==> config.mk <==
export PLATFORM = sky130hd
export DESIGN_NAME = change_dispenser
export DESIGN_NICKNAME = d
export VERILOG_FILES = /design/src/rtl/change_dispenser.sv
export SDC_FILE = /design/constraint.sdc
export NUM_CORES = 1
export LEC_CHECK = 0
export ABC_AREA = 1
export CORE_MARGIN = 2
export CORE_UTILIZATION = 45
export CTS_BUF_LIST = sky130_fd_sc_hd__clkbuf_8
export CTS_CLUSTER_DIAMETER = 100
export DETAILED_ROUTE_END_ITERATION = 10
export GPL_ROUTABILITY_DRIVEN = 1
export PLACE_DENSITY = 0.72
export SLEW_MARGIN = 30
export SYNTH_ARGS = -nofsm -noshare
export SYNTH_HDL_FRONTEND = slang
export SYNTH_SLANG_ARGS = --single-unit
==> constraint.sdc <==
create_clock -name clk -period 14.11 [get_ports clk]
set_input_delay 2.822 -clock clk [delete_from_list [all_inputs] [get_ports clk]]
set_output_delay 2.822 -clock clk [all_outputs]
set_load 0.005 [all_outputs]
==> src/rtl/change_dispenser.sv <==
`default_nettype none
// ============================================================================
// Module   : change_dispenser
// Brief    : Coin-return engine. Latches a balance on start and pays it out
//            one coin per accepted cycle, largest denomination first, under a
//            ready handshake with the coin chute. Reports any unreturnable
//            remainder with a one-cycle done pulse.
// Revision : 1.0 - initial release
// ============================================================================
module change_dispenser #(
    // Mirrors the shared vending machine widths (kNumCoins, kTotalBits)
    localparam int c_NUM_COINS  = 3,
    localparam int c_TOTAL_BITS = 31,
    localparam int c_IDX_BITS   = $clog2(c_NUM_COINS)
) (
    input  logic                          clk,
    input  logic                          reset,
    input  logic                          i_start,
    input  logic [c_TOTAL_BITS-1:0]       i_amount,
    input  logic [c_NUM_COINS-1:0][31:0]  coin_value,
    input  logic                          i_ready,
    output logic [c_NUM_COINS-1:0]        o_return_coin,
    output logic                          o_busy,
    output logic                          o_done,
    output logic [c_TOTAL_BITS-1:0]       o_remainder,
    output logic [c_TOTAL_BITS-1:0]       o_returned_total
);

    localparam logic [1:0] c_ST_IDLE     = 2'd0;
    localparam logic [1:0] c_ST_DISPENSE = 2'd1;
    localparam logic [1:0] c_ST_DONE     = 2'd2;

    logic [1:0]              r_state;
    logic [c_TOTAL_BITS-1:0] r_remaining;
    logic [c_TOTAL_BITS-1:0] r_returned_total;

    logic                    w_sel_valid;
    logic [c_IDX_BITS-1:0]   w_sel_idx;
    logic [c_TOTAL_BITS-1:0] w_sel_value;
    logic [c_TOTAL_BITS-1:0] w_rem_after;
    logic                    w_rem_after_small;
    logic                    w_amount_small;

    // Pick the largest denomination that still fits in the remaining balance.
    // Ascending scan: the last fitting index wins.
    always_comb begin
        w_sel_valid = 1'b0;
        w_sel_idx   = '0;
        for (int j = 0; j < c_NUM_COINS; j++) begin
            if ({1'b0, r_remaining} >= coin_value[j]) begin
                w_sel_valid = 1'b1;
                w_sel_idx   = j[c_IDX_BITS-1:0];
            end
        end
    end

    // A selected coin never exceeds the balance, so its low bits carry its
    // full value and the subtraction below cannot underflow.
    assign w_sel_value       = coin_value[w_sel_idx][c_TOTAL_BITS-1:0];
    assign w_rem_after       = r_remaining - w_sel_value;
    assign w_rem_after_small = ({1'b0, w_rem_after} < coin_value[0]);
    assign w_amount_small    = ({1'b0, i_amount} < coin_value[0]);

    // Control FSM plus balance/total bookkeeping.
    always_ff @(posedge clk or posedge reset) begin
        if (reset) begin
            r_state          <= c_ST_IDLE;
            r_remaining      <= '0;
            r_returned_total <= '0;
        end else begin
            case (r_state)
                c_ST_IDLE: begin
                    if (i_start) begin
                        r_remaining      <= i_amount;
                        r_returned_total <= '0;
                        r_state          <= w_amount_small ? c_ST_DONE : c_ST_DISPENSE;
                    end
                end
                c_ST_DISPENSE: begin
                    if (i_ready && w_sel_valid) begin
                        r_remaining      <= w_rem_after;
                        r_returned_total <= r_returned_total + w_sel_value;
                        if (w_rem_after_small) begin
                            r_state <= c_ST_DONE;
                        end
                    end
                end
                c_ST_DONE: begin
                    r_state <= c_ST_IDLE;
                end
                default: begin
                    r_state <= c_ST_IDLE;
                end
            endcase
        end
    end

    // One-hot coin presentation, independent of the chute's ready.
    always_comb begin
        o_return_coin = '0;
        if (r_state == c_ST_DISPENSE && w_sel_valid) begin
            o_return_coin[w_sel_idx] = 1'b1;
        end
    end

    assign o_busy           = (r_state == c_ST_DISPENSE) || (r_state == c_ST_DONE);
    assign o_done           = (r_state == c_ST_DONE);
    assign o_remainder      = o_done ? r_remaining : '0;
    assign o_returned_total = r_returned_total;

endmodule
`default_nettype wire

# Word-level counts from Yosys, hierarchy flattened
# Index checks and enable logic that the tools add are counted.
# classes
n_addsub	2
magnitude_cmp	7
n_eq_ne	5
muxes	22
n_reduce_logical	8
# op_table
cell	count
31-bit two-way mux	6
31-bit case mux with 2 select lines	2
31-bit by 32-bit greater-or-equal comparator with 1-bit output	3
32-bit binary-select mux with 2-bit select	1
31-bit by 32-bit < comparator with 1-bit output	2
31-bit adder	1
31-bit subtractor	1
2-bit two-way mux	5
2-bit != test (second input constant)	3
3-bit AND reduction	2
1-bit two-way mux	5
2-bit case mux with 2 select lines	1
1-bit logical AND	3
2-bit by 3-bit < comparator with 1-bit output (second input constant)	1
3-bit two-way mux	1
1-bit demux with 2-bit select	1
2-bit by 1-bit == test with 1-bit output (second input constant)	1
2-bit == test (second input constant)	1
2-bit by 1-bit greater-or-equal comparator with 1-bit output (second input constant)	1
2-bit logical NOT	1
2-bit nonzero test	1
1-bit logical OR	1
# word_totals
reg_bits	64
inputBits	131
output_inout_bits	67
word_cells	47

# Longest topological paths before layout
# logic_depth
word_depth	10
depth_mapped	44
ltp_nobuf	42

# Worst setup path after synthesis
# Ideal clock, no wire load.
# synth_timing
path_type	input to output
start	in coin_value[71] (netlist name)
end	out o_return_coin[0]
arrival_time_ns	4.357
t_required_ns	11.288
path_slack_ns	6.931
path_stages	16
n_path_buf	1
cell_sequence	inv_1 ha_1 nand2_1 inv_1 nand2_1 nand2_1 nor2_1 nand2_1 nand2_1 nand2_1 nand2_1 nand3_1 nor2_1 buf_2 nand3_1 inv_1
# synth_via
elab_chain_cells	7
elab_cells_between_ends	10
classes_between	3 x order compare; 5 x mux; 2 x reduce/logical
# synth_lines
element	line_no	text
start, declared	20	input logic [c_NUM_COINS-1:0][31:0] coin_value,
31-bit by 32-bit greater-or-equal comparator with 1-bit output *	50	if ({1'b0, r_remaining} >= coin_value[j]) begin
2-bit two-way mux	50	
2-bit by 3-bit < comparator with 1-bit output (implied by the code) / 2-bit by 1-bit greater-or-equal comparator with 1-bit output (equally long branches)	102	o_return_coin[w_sel_idx] = 1'b1;
1-bit logical AND (implied by the code)	102	
1-bit two-way mux (implied by the code)	102	
1-bit demux with 2-bit select	102	
3-bit two-way mux *	101	if (r_state == c_ST_DISPENSE && w_sel_valid) begin
end, declared	22	output logic [c_NUM_COINS-1:0] o_return_coin,
# Every way passes the cells marked *; elsewhere a longest branch is shown, timed or not.

# Worst setup path after layout
# layout_timing
start	in coin_value[47] (netlist name)
end	reg r_state[1]
# layout_via
elab_chain_cells	9
elab_cells_between_ends	13
classes_between	1 x add/sub; 2 x order compare; 2 x eq/ne; 6 x mux; 2 x reduce/logical
# layout_lines
element	line_no	text
31-bit by 32-bit greater-or-equal comparator with 1-bit output	50	
1-bit two-way mux	50	
2-bit two-way mux	50	
32-bit binary-select mux with 2-bit select	59	assign w_sel_value = coin_value[w_sel_idx][c_TOTAL_BITS-1:0];
31-bit two-way mux (implied by the code)	59	
31-bit subtractor	60	assign w_rem_after = r_remaining - w_sel_value;
31-bit by 32-bit < comparator with 1-bit output	61	assign w_rem_after_small = ({1'b0, w_rem_after} < coin_value[0]);
2-bit != test (no source line)	-	
3-bit AND reduction (no source line) *	-	
end signal, assigned	67	r_state <= c_ST_IDLE;
end signal, assigned	76	r_state <= w_amount_small ? c_ST_DONE : c_ST_DISPENSE;
end signal, assigned	84	r_state <= c_ST_DONE;
end, declared	33	logic [1:0] r_state;
# Every way passes the cells marked *; elsewhere a longest branch is shown, timed or not. The select of a mux whose other input is x is not followed.
# A chain may end at the register's enable or synchronous reset.

==> impl_metrics.env <==
export IMPL_status="completed"
export IMPL_drtIter0Drc=985
export IMPL_cp_start_kind="input pin"
export IMPL_ys_ff_latch=64
export IMPL_power_share_combinational_pct=81.1
export IMPL_p_clk_share_pct=6.4
export IMPL_ir_drop_mv=0.127
export IMPL_grt_pass1_vias=11700
export IMPL_startpoint="coin_value[47]"
export IMPL_synth_cells=1708
export IMPL_crit_type="in2reg"
export IMPL_synthFlopType="dfrtp_1"
export IMPL_power_mw=3.14
export IMPL_floorplan_initialDensity_pct=45.4
export IMPL_multi_input_area_um2=8060
export IMPL_fp_coreArea_um2=24100
export IMPL_firstDrtPassIters=6
export IMPL_seqPwrFrac_pct=12.4
export IMPL_synthToLayoutAreaGrowth_pct=22.8
export IMPL_cp_slowest_cell="a221oi_1"
export IMPL_synth_edff_count=0
export IMPL_h_tree_depth=3
export IMPL_dp_cells=2201
export IMPL_ys_types=45
export IMPL_ctsLongestPathBuffers=2
export IMPL_remaining_drc_errors=0
export IMPL_rows=57
export IMPL_setup_viol=0
export IMPL_fin_tns_setup_ns=0
export IMPL_leakagePower_nw=7.43
export IMPL_clkTransAtPathRegs_ns=0.09
export IMPL_place_hpwl_mm=32.2
export IMPL_endpoint="r_state[1]$_DFFE_PP0P_"
export IMPL_antenna_cells=0
export IMPL_period_share_pct=63.0
export IMPL_register_area_um2=1600
export IMPL_fin_crit_ns=8.89
export IMPL_holdBufCountCts=0
export IMPL_ioPinCount=198
export IMPL_skew_ns=0.0160
export IMPL_synth_area_um2=10900
export IMPL_fmax_mhz=113
export IMPL_grt_max_degree=88
export IMPL_fp_dieW_um=160
export IMPL_max_slew_margin_pct=34.7
export IMPL_path_max_fanout=30
export IMPL_r2r_start="r_remaining[8]$_DFFE_PP0P_"
export IMPL_cts_made_buffers=9
export IMPL_track_usage_pct=31.3
export IMPL_synth_avg_cell_area_um2=6.41
export IMPL_power_density_nw_per_um2=234
export IMPL_antenna_found_initial=0
export IMPL_die_h_um=160
export IMPL_reg2reg_to="r_state[1]$_DFFE_PP0P_"
export IMPL_rr_worst_depth=34
export IMPL_drt_wirelength_per_cell_um=18.1
export IMPL_max_stage_delay_ns=0.72
export IMPL_final_hold_viol_count=0
export IMPL_switching_share_pct=58.7
export IMPL_tightest_slew_ns=0.979
export IMPL_post_cts_buffers=0
export IMPL_ys_seq_area_share_pct=14.6
export IMPL_end_kind="register"
export IMPL_crit_arrival_ns=9.19
export IMPL_drv_slew=0
export IMPL_internal_power_mw=1.30
export IMPL_wl_mm=40.1
export IMPL_path_common_cell="nand2_1"
export IMPL_die_area_um2=25600
export IMPL_routed_via_density=5.42
export IMPL_portBuffers=197
export IMPL_rsz0062_at_grt="false"
export IMPL_nets=2237
export IMPL_fillers=2485
export IMPL_num_vias=12000
export IMPL_rrSetupSlack_ns=7.65
export IMPL_p_switching_mw=1.85
export IMPL_utilization_pct=55.7
export IMPL_cts_sinks=64
export IMPL_cp_required_ns=14.41
export IMPL_maxCapViolations=0
export IMPL_async_flop_share_pct=100
export IMPL_clkLatencyLatePin_ns=0.40
export IMPL_cts_resized=0
export IMPL_tritoncts="done"
export IMPL_min_path_type="reg2reg"
export IMPL_final_cell_count_no_fill=2217
export IMPL_drt_antenna_violating_nets=0
export IMPL_syn_nets=2057
export IMPL_yosys_warnings=0
export IMPL_overflow=0
export IMPL_layout_drive_gt1_share_pct=3.22
export IMPL_grt_pass1_wl_mm=62.9
export IMPL_gp_congestion=1.03
export IMPL_cts_root_buf="clkbuf_8"
==> how the worst min path moves through the flow <==
stage | to | cells after the start | start | slack, ns
4_1_cts | o_returned_total[22]$_DFFE_PP0P_ | 2 | o_returned_total[22]$_DFFE_PP0P_ | 0.54
6_report | o_returned_total[3]$_DFFE_PP0P_ | 2 | o_returned_total[3]$_DFFE_PP0P_ | 0.53
3_5_place_dp | o_returned_total[22]$_DFFE_PP0P_ | 2 | o_returned_total[22]$_DFFE_PP0P_ | 0.52
5_1_grt | o_returned_total[6]$_DFFE_PP0P_ | 2 | o_returned_total[6]$_DFFE_PP0P_ | 0.57
2_1_floorplan | r_state[1]$_DFFE_PP0P_ | 2 | r_state[1]$_DFFE_PP0P_ | 0.48
3_3_place_gp | o_returned_total[23]$_DFFE_PP0P_ | 2 | o_returned_total[23]$_DFFE_PP0P_ | 0.51
==> kinds of logic (layout without fill, tap and decap cells) <==
| group | Yosys count | after routing | synth area share (%) |
|---|---|---|---|
| buffers and inverters | 331 | 516 | 11.8 |
| AOI/OAI and AO/OA | 341 | 341 | 18.2 |
| DFF | 64 | 64 | 14.6 |
| muxes | 6 | 6 | 0.549 |
| and+or+nand+nor | 712 | 712 | 26.9 |
| adders and majority gates | 218 | 218 | 25.1 |
| xor gates and xnor gates | 36 | 36 | 2.88 |
==> power by group through the flow <==
stage               clock, mW  sequential, mW  combinational, mW
floorplan                   0           0.331               1.77
global placement            0           0.389               2.46
detailed placement          0           0.389               2.49
CTS                     0.205           0.386               2.51
global route            0.212           0.399               2.86
finish                  0.202           0.391               2.55
==> per-layer routing <==
layer | GRT usage [%] | part of all wire, %
met1 | 42.8 | 45
met2 | 49.6 | 44
met3 | 6.29 | 7.7
met4 | 9.62 | 2.9
met5 | 0 | 0
==> stage by stage <==
| step | hold WS [ns] | cell area, µm² | worst slack [ns] |
|---|---|---|---|
| 6_report | 0.534 | 13400 | 5.22 |
| 5_1_grt | 0.566 | 13400 | 4.67 |
| 4_1_cts | 0.545 | 13400 | 5.39 |
| 3_3_place_gp | 0.511 | 13200 | 5.02 |
| 2_1_floorplan | 0.478 | 10900 | 6.93 |
| 3_5_place_dp | 0.516 | 13200 | 5.04 |
==> synthesized netlist by cell type (3+ instances only) <==
cell type,instances,area [µm²]
or2_2,10,62.6
a221oi_1,21,184
dfrtp_1,64,1600
o21ai_1,19,95.1
buf_6,3,33.8
nor3_1,16,80.1
xnor2_1,9,78.8
inv_1,291,1090
o21ai_0,92,460
a21o_1,9,67.6
o21a_1,6,45.0
xor2_1,27,236
nor2_1,117,439
ha_1,216,2700
a21oi_1,160,801
clkbuf_1,11,41.3
nand4_1,21,131
a31oi_1,6,37.5
o21bai_1,8,60.1
buf_2,13,65.1
buf_1,6,22.5
mux2i_1,6,60.1
nand3_1,86,430
a221oi_2,10,150
nand2_1,446,1670
nor4_1,5,31.3
inv_2,5,18.8
==> cell usage in the layout (no fill, tap or decap), drive strengths merged, types with 7 or more instances in the layout <==
cell           Yosys  final
clkdlybuf4s50      0    197
nor2             117    117
a21o               9      9
xnor2              9      9
ha               216    216
o21ai            111    111
nand3             87     87
inv              296    296
dfrtp             64     64
xor2              27     27
nand2            450    450
buf               24      7
a221oi            31     31
nor3              17     17
clkbuf            11     10
a21oi            161    161
o21bai             8      8
nand4             21     21
or2               11     11
==> critical path, delay by kind of cell <==
kind,cells,cell delay (ns)
buf+inv,7,1.19
fa+ha+maj,3,1.04
compound gates,3,1.00
simple gates,25,3.12
==> flip-flops by register name (all words and copies together) (netlist names) <==
name              flops
o_returned_total     31
r_remaining          31
r_state               2
==> layout make-up <==
type                    count  area share, %
clock inverters             6          0.689
repair buffers            204           15.1
flip-flops and latches     64           11.9
multi-input cells        1313           60.0
clock buffers              10           1.02
inverters                 296           8.27
well taps                 324           3.02
No activity file was read; power rests on OpenSTA's default activity.
